**config.mk**
```make
export PLATFORM = sky130hd
export DESIGN_NAME = aes256_inv_key_sched
export DESIGN_NICKNAME = d
export VERILOG_FILES = /design/src/rtl/aes256_inv_key_sched.sv
export SDC_FILE = /design/constraint.sdc
export NUM_CORES = 2
export LEC_CHECK = 0
export BUFFER_PORTS_ARGS = -buffer_cell sky130_fd_sc_hd__buf_4
export CAP_MARGIN = 20
export CORE_MARGIN = 5
export CORE_UTILIZATION = 45
export CTS_CLUSTER_SIZE = 28
export DETAILED_ROUTE_END_ITERATION = 7
export GPL_TIMING_DRIVEN = 0
export HOLD_SLACK_MARGIN = 0.02
export RECOVER_POWER = 100
export SYNTH_ARGS = -nofsm -noshare
export SYNTH_HDL_FRONTEND = slang
export SYNTH_SLANG_ARGS = --single-unit
```
**constraint.sdc**
```tcl
create_clock -name clk -period 14.3 [get_ports clk]
set_clock_uncertainty 0.2 [all_clocks]
set_input_delay 2.145 -clock clk [delete_from_list [all_inputs] [get_ports clk]]
set_output_delay 2.145 -clock clk [all_outputs]
set_load 0.05 [all_outputs]
```
**src/rtl/aes256_inv_key_sched.sv**
```systemverilog
// AES-256 key schedule that delivers round keys in reverse order (14 down to 0),
// as a decryption datapath consumes them. Each cycle in EXPAND produces the
// next eight schedule words, and the round keys are stored in a small array.
// SERVE then hands the keys out over a valid/ready handshake.
module aes256_inv_key_sched (
  input  logic         clk,
  input  logic         rst_n,
  input  logic [255:0] key_in,
  input  logic         key_valid,
  output logic         key_ready,
  output logic [127:0] rk_out,
  output logic [3:0]   rk_idx,
  output logic         rk_valid,
  input  logic         rk_ready,
  output logic         busy
);

  typedef enum logic [1:0] {IDLE, EXPAND, SERVE} state_t;

  // Forward AES S-box. Entry 0 is in the top byte, so index with {~b, 3'b000}.
  localparam logic [2047:0] SBOX_TABLE = {
    128'h637c777bf26b6fc53001672bfed7ab76,
    128'hca82c97dfa5947f0add4a2af9ca472c0,
    128'hb7fd9326363ff7cc34a5e5f171d83115,
    128'h04c723c31896059a071280e2eb27b275,
    128'h09832c1a1b6e5aa0523bd6b329e32f84,
    128'h53d100ed20fcb15b6acbbe394a4c58cf,
    128'hd0efaafb434d338545f9027f503c9fa8,
    128'h51a3408f929d38f5bcb6da2110fff3d2,
    128'hcd0c13ec5f974417c4a77e3d645d1973,
    128'h60814fdc222a908846eeb814de5e0bdb,
    128'he0323a0a4906245cc2d3ac629195e479,
    128'he7c8376d8dd54ea96c56f4ea657aae08,
    128'hba78252e1ca6b4c6e8dd741f4bbd8b8a,
    128'h703eb5664803f60e613557b986c11d9e,
    128'he1f8981169d98e949b1e87e9ce5528df,
    128'h8ca1890dbfe6426841992d0fb054bb16
  };

  function automatic logic [7:0] sbox(input logic [7:0] b);
    return SBOX_TABLE[{~b, 3'b000} +: 8];
  endfunction

  function automatic logic [31:0] sub_word(input logic [31:0] x);
    return {sbox(x[31:24]), sbox(x[23:16]), sbox(x[15:8]), sbox(x[7:0])};
  endfunction

  function automatic logic [31:0] rot_word(input logic [31:0] x);
    return {x[23:0], x[31:24]};
  endfunction

  function automatic logic [7:0] xtime(input logic [7:0] x);
    return {x[6:0], 1'b0} ^ (x[7] ? 8'h1b : 8'h00);
  endfunction

  state_t         state_reg, state_next;
  logic [255:0]   w_reg;
  logic [7:0]     rc_reg;
  logic [2:0]     iter_reg;
  logic [3:0]     idx_reg;
  logic [127:0]   rk_mem [16];

  logic           load_en;
  logic           step_en;
  logic [31:0]    w_cur [8];
  logic [31:0]    w_nxt [8];
  logic [255:0]   w_step;
  logic [3:0]     rk_addr_even;

  // Split the packed word register into w0..w7 and repack the step result.
  genvar gi;
  generate
    for (gi = 0; gi < 8; gi++) begin : g_words
      assign w_cur[gi] = w_reg[255 - 32*gi -: 32];
      assign w_step[255 - 32*gi -: 32] = w_nxt[gi];
    end
  endgenerate

  // One AES-256 schedule step: eight new words from the previous eight.
  always_comb begin
    w_nxt[0] = w_cur[0] ^ sub_word(rot_word(w_cur[7])) ^ {rc_reg, 24'h0};
    w_nxt[1] = w_cur[1] ^ w_nxt[0];
    w_nxt[2] = w_cur[2] ^ w_nxt[1];
    w_nxt[3] = w_cur[3] ^ w_nxt[2];
    w_nxt[4] = w_cur[4] ^ sub_word(w_nxt[3]);
    w_nxt[5] = w_cur[5] ^ w_nxt[4];
    w_nxt[6] = w_cur[6] ^ w_nxt[5];
    w_nxt[7] = w_cur[7] ^ w_nxt[6];
  end

  assign rk_addr_even = {iter_reg, 1'b0} + 4'd2;

  // State register.
  always_ff @(posedge clk or negedge rst_n) begin
    if (!rst_n) state_reg <= IDLE;
    else        state_reg <= state_next;
  end

  // Next-state logic and handshake outputs.
  always_comb begin
    state_next = state_reg;
    key_ready  = 1'b0;
    busy       = 1'b0;
    rk_valid   = 1'b0;
    load_en    = 1'b0;
    step_en    = 1'b0;
    case (state_reg)
      IDLE: begin
        key_ready = 1'b1;
        if (key_valid) begin
          load_en    = 1'b1;
          state_next = EXPAND;
        end
      end
      EXPAND: begin
        busy    = 1'b1;
        step_en = 1'b1;
        if (iter_reg == 3'd6) state_next = SERVE;
      end
      SERVE: begin
        busy     = 1'b1;
        rk_valid = 1'b1;
        if (rk_ready && idx_reg == 4'd0) state_next = IDLE;
      end
      default: state_next = IDLE;
    endcase
  end

  // Schedule words, round constant, step counter and serve index.
  always_ff @(posedge clk or negedge rst_n) begin
    if (!rst_n) begin
      w_reg    <= '0;
      rc_reg   <= 8'h01;
      iter_reg <= 3'd0;
      idx_reg  <= 4'd0;
    end else if (load_en) begin
      w_reg    <= key_in;
      rc_reg   <= 8'h01;
      iter_reg <= 3'd0;
    end else if (step_en) begin
      w_reg    <= w_step;
      rc_reg   <= xtime(rc_reg);
      iter_reg <= iter_reg + 3'd1;
      if (iter_reg == 3'd6) idx_reg <= 4'd14;
    end else if (rk_valid && rk_ready && idx_reg != 4'd0) begin
      idx_reg <= idx_reg - 4'd1;
    end
  end

  // Round-key storage; contents are only ever read after a full expansion,
  // so it carries no reset.
  always_ff @(posedge clk) begin
    if (load_en) begin
      rk_mem[0] <= key_in[255:128];
      rk_mem[1] <= key_in[127:0];
    end else if (step_en) begin
      rk_mem[rk_addr_even] <= w_step[255:128];
      if (iter_reg < 3'd6) rk_mem[rk_addr_even + 4'd1] <= w_step[127:0];
    end
  end

  assign rk_out = rk_valid ? rk_mem[idx_reg] : 128'h0;
  assign rk_idx = rk_valid ? idx_reg : 4'h0;

endmodule

```
==> reports/results.tsv <==
stage	metric	value	unit
cts	path_clk_slew	60	ps
routing	via_per_inst	7.40	
timing	finalSetupViolCount	0	
timing	period_share	0.997	
floorplan	pin_count	395	
timing	slew_headroom	-3.07	
routing	ant_nets	0	
worst_hold_path	whs_endpoint	rc_reg[5]	
critical_path	r2r_end	rk_mem[1][11]	
floorplan	die_area	293000	um^2
grt	antenna_found_initial	94	
yosys	synth_ff_type	edfxtp_1	
yosys	synth_edf_count	2048	
critical_path	arrival	14710	ps
critical_path	startpoint	w_cur[1]	
yosys	yosysWarnings	0	
final_layout	nNetsFinal	11400	
cts	cts_buffers	233	
place	post-place-ws	1800	ps
yosys	syn_nets	10400	
timing	rsz0062_at_grt	no	
critical_path	crit_path_max_fanout	20	
grt	grt_pass1_vias	105000	
final_layout	layoutNonFillerInstCount	15000	
run	cap_violations	115	
critical_path	cp_data_required_time	14760	ps
yosys	synth_area_leaders	edfxtp_1, mux4_2, dfrtp_1, nand2_1, o21ai_0	
grt	grt_pass1_wl	943000	um
cts	cts_sinks	2321	
cts	htree_levels	4	
place	dp_hpwl	532000	um
timing	tightest_slew	6110	ps
grt	overflow	0	
place	io_buffers	394	
yosys	yosysUniqueCellTypes	129	
final_layout	area_growth	13.7	%
place	place_inst	14400	
floorplan	die_h	541	um
worst_hold_path	hold_depth	2	
timing	fmax	70.2	MHz
routing	avgRoutedWirePerCell	47.5	um
critical_path	ff2ff_path_depth	24	
critical_path	crit_type	register to register	
place	place.gp.congestion	1.07	
status	outcome	finished with violations	
routing	vias	111000	
floorplan	core	281000	um^2
worst_hold_path	worstHoldStart	rc_reg[4]	
cts	clkLatencyLatePin	970	ps
yosys	synth_cells	10000	
floorplan	rows	195	
yosys	synth_top_cell_by_area	edfxtp_1	
cts	post_cts_resized	0	
cts	cts_setup_buffers	0	
yosys	netlist_area	127000	um^2
status	violations	design-rule violations, max-capacitance violations, max-slew violations	
routing	wl	714000	um
worst_hold_path	hp-class	register to register	
timing	hold_viol_final	0	
routing	dr.pass1.iters	8	
critical_path	worstReg2RegStart	w_cur[1]	
critical_path	cp-start-kind	register	
critical_path	rrSetupSlack	50	ps
routing	drt-initial-drc-count	20600	
routing	drc	53	
grt	grt_usage	0.472	
yosys	synth_top_area_frac	0.485	
cts	cts_tree	built	
timing	final_max_slew_viol_count	2182	
cts	ctsRootBufferMaster	clkbuf_16	
yosys	synth_async_sr_flop_share	0.118	
timing	period_needed	14250	ps
cts	cts_max_path_buffers	4	
floorplan	start_util	0.451	
floorplan	die-width	541	um
final_layout	drive_gt1_frac	0.175	
critical_path	end_kind	register	
yosys	ys_seq_area_frac	0.539	
cts	hold_buffers	0	
final_layout	largest_register_ffs	2048	
yosys	syn-mean-instance-area	12.7	um^2
timing	fin_ws	45.9	ps
timing	holdWs	381	ps
grt	grt_start_max_net_pins	99	
yosys	ys_ff_latch	2321	
[area by class of cell]
class                      instances  area, um^2
tap                             3743        4680
buffer                           875        3860
multi-input combinational       6622       53700
sequential                      2321       68300
fill                           24100      137000
antenna                           88         220
inverter                         190         713
clock inverter                   161        1630
timing repair buffer             746        5080
clock buffer                     273        6040
[cells by family after synthesis]
family | Yosys count | synth area share
flip-flops | 2321 | 0.539
AO/OA/AOI/OAI | 2311 | 0.124
AND/OR/NAND/NOR | 2641 | 0.0978
XOR/XNOR | 589 | 0.0448
buffers and inverters | 1065 | 0.0371
adder cells (fa/ha/maj) | 125 | 0.0123
multiplexers | 956 | 0.145
[synthesized netlist by cell type (all sizes together), types with 55 or more instances]
| cell | number |
|---|---|
| edfxtp | 2048 |
| nand2 | 1026 |
| mux4 | 692 |
| o21ai | 676 |
| nor2 | 531 |
| clkbuf | 473 |
| buf | 402 |
| a21oi | 378 |
| xnor2 | 367 |
| dfrtp | 272 |
| nand3 | 211 |
| xor2 | 201 |
| nor3 | 192 |
| and2 | 191 |
| inv | 178 |
| mux2i | 136 |
| a31oi | 134 |
| mux2 | 128 |
| ha | 125 |
| o211ai | 118 |
| a211oi | 117 |
| nand2b | 111 |
| a311oi | 85 |
| nor2b | 84 |
| o311ai | 77 |
| a221oi | 67 |
| o221ai | 65 |
| and3 | 55 |
[metal layers]
metal,up-vias,global-route usage,part of all wire
met5,-,0.0110,0.0011
met4,72,0.333,0.099
met3,3058,0.224,0.17
met2,11800,0.667,0.41
met1,55400,0.565,0.33
li1,40800,-,-
[worst max-delay path, stage by stage (launching register included)]
cell and delay, ps:
dfrtp_1 840, clkbuf_1 520, inv_1 510, ha_1 430, clkbuf_1 400, clkbuf_1 510
nand2b_1 320, o221ai_1 270, a311oi_1 80, a311oi_1 790, a22oi_1 390, clkbuf_1 480
xnor3_1 1040, clkbuf_1 1470, ha_1 340, clkbuf_1 620, clkinv_1 730, mux2i_1 350
a221oi_1 110, o41ai_1 1020, a21oi_1 80, a22oi_1 760, xnor3_1 860, xnor2_1 380
mux2_2 380
[how the worst max path moves through the flow]
| stage | to | slack (ps) | cells past startpoint |
|---|---|---|---|
| global route | rk_mem[1][15] | 610 | 30 |
| finish | rk_mem[1][11] | 50 | 24 |
| detailed placement | rk_mem[1][27] | 1800 | 26 |
| global placement | rk_mem[15][69] | -12310 | 6 |
| floorplan | rk_mem[15][0] | 1720 | 5 |
| CTS | rk_mem[1][27] | 1750 | 26 |
[per-stage QoR]
stage                     utilization  cell area [um^2]   TNS, ps
after floorplan                     -            127000         0
after global placement          0.478            134000  -8957550
after detailed placement        0.495            139000         0
after CTS                       0.522            147000         0
after global routing            0.512            144000         0
final                           0.513            144000         0
[cell usage in the layout, fill, tap and decap left out, types with 83 or more instances in the layout]
cell and instances:
a31oi_1 132, and2_1 144, clkbuf_16 235, nand2_1 1026, nand3_1 210, inv_1 168, buf_2 184, xor2_1 197
ha_1 125, o21ai_0 663, xnor2_1 354, nor2b_1 83, mux2i_1 136, buf_4 370, a21oi_1 376, clkbuf_1 932
nand2b_1 110, mux4_2 692, nor3_1 189, edfxtp_1 2048, a311oi_1 84, a211oi_1 114, dfrtp_1 272, nor2_1 525
mux2_2 116, o211ai_1 118, diode_2 88
Power is left out: the tool's default activity adds up to more than one toggle a clock period on the data nets, which glitch-free logic cannot reach.
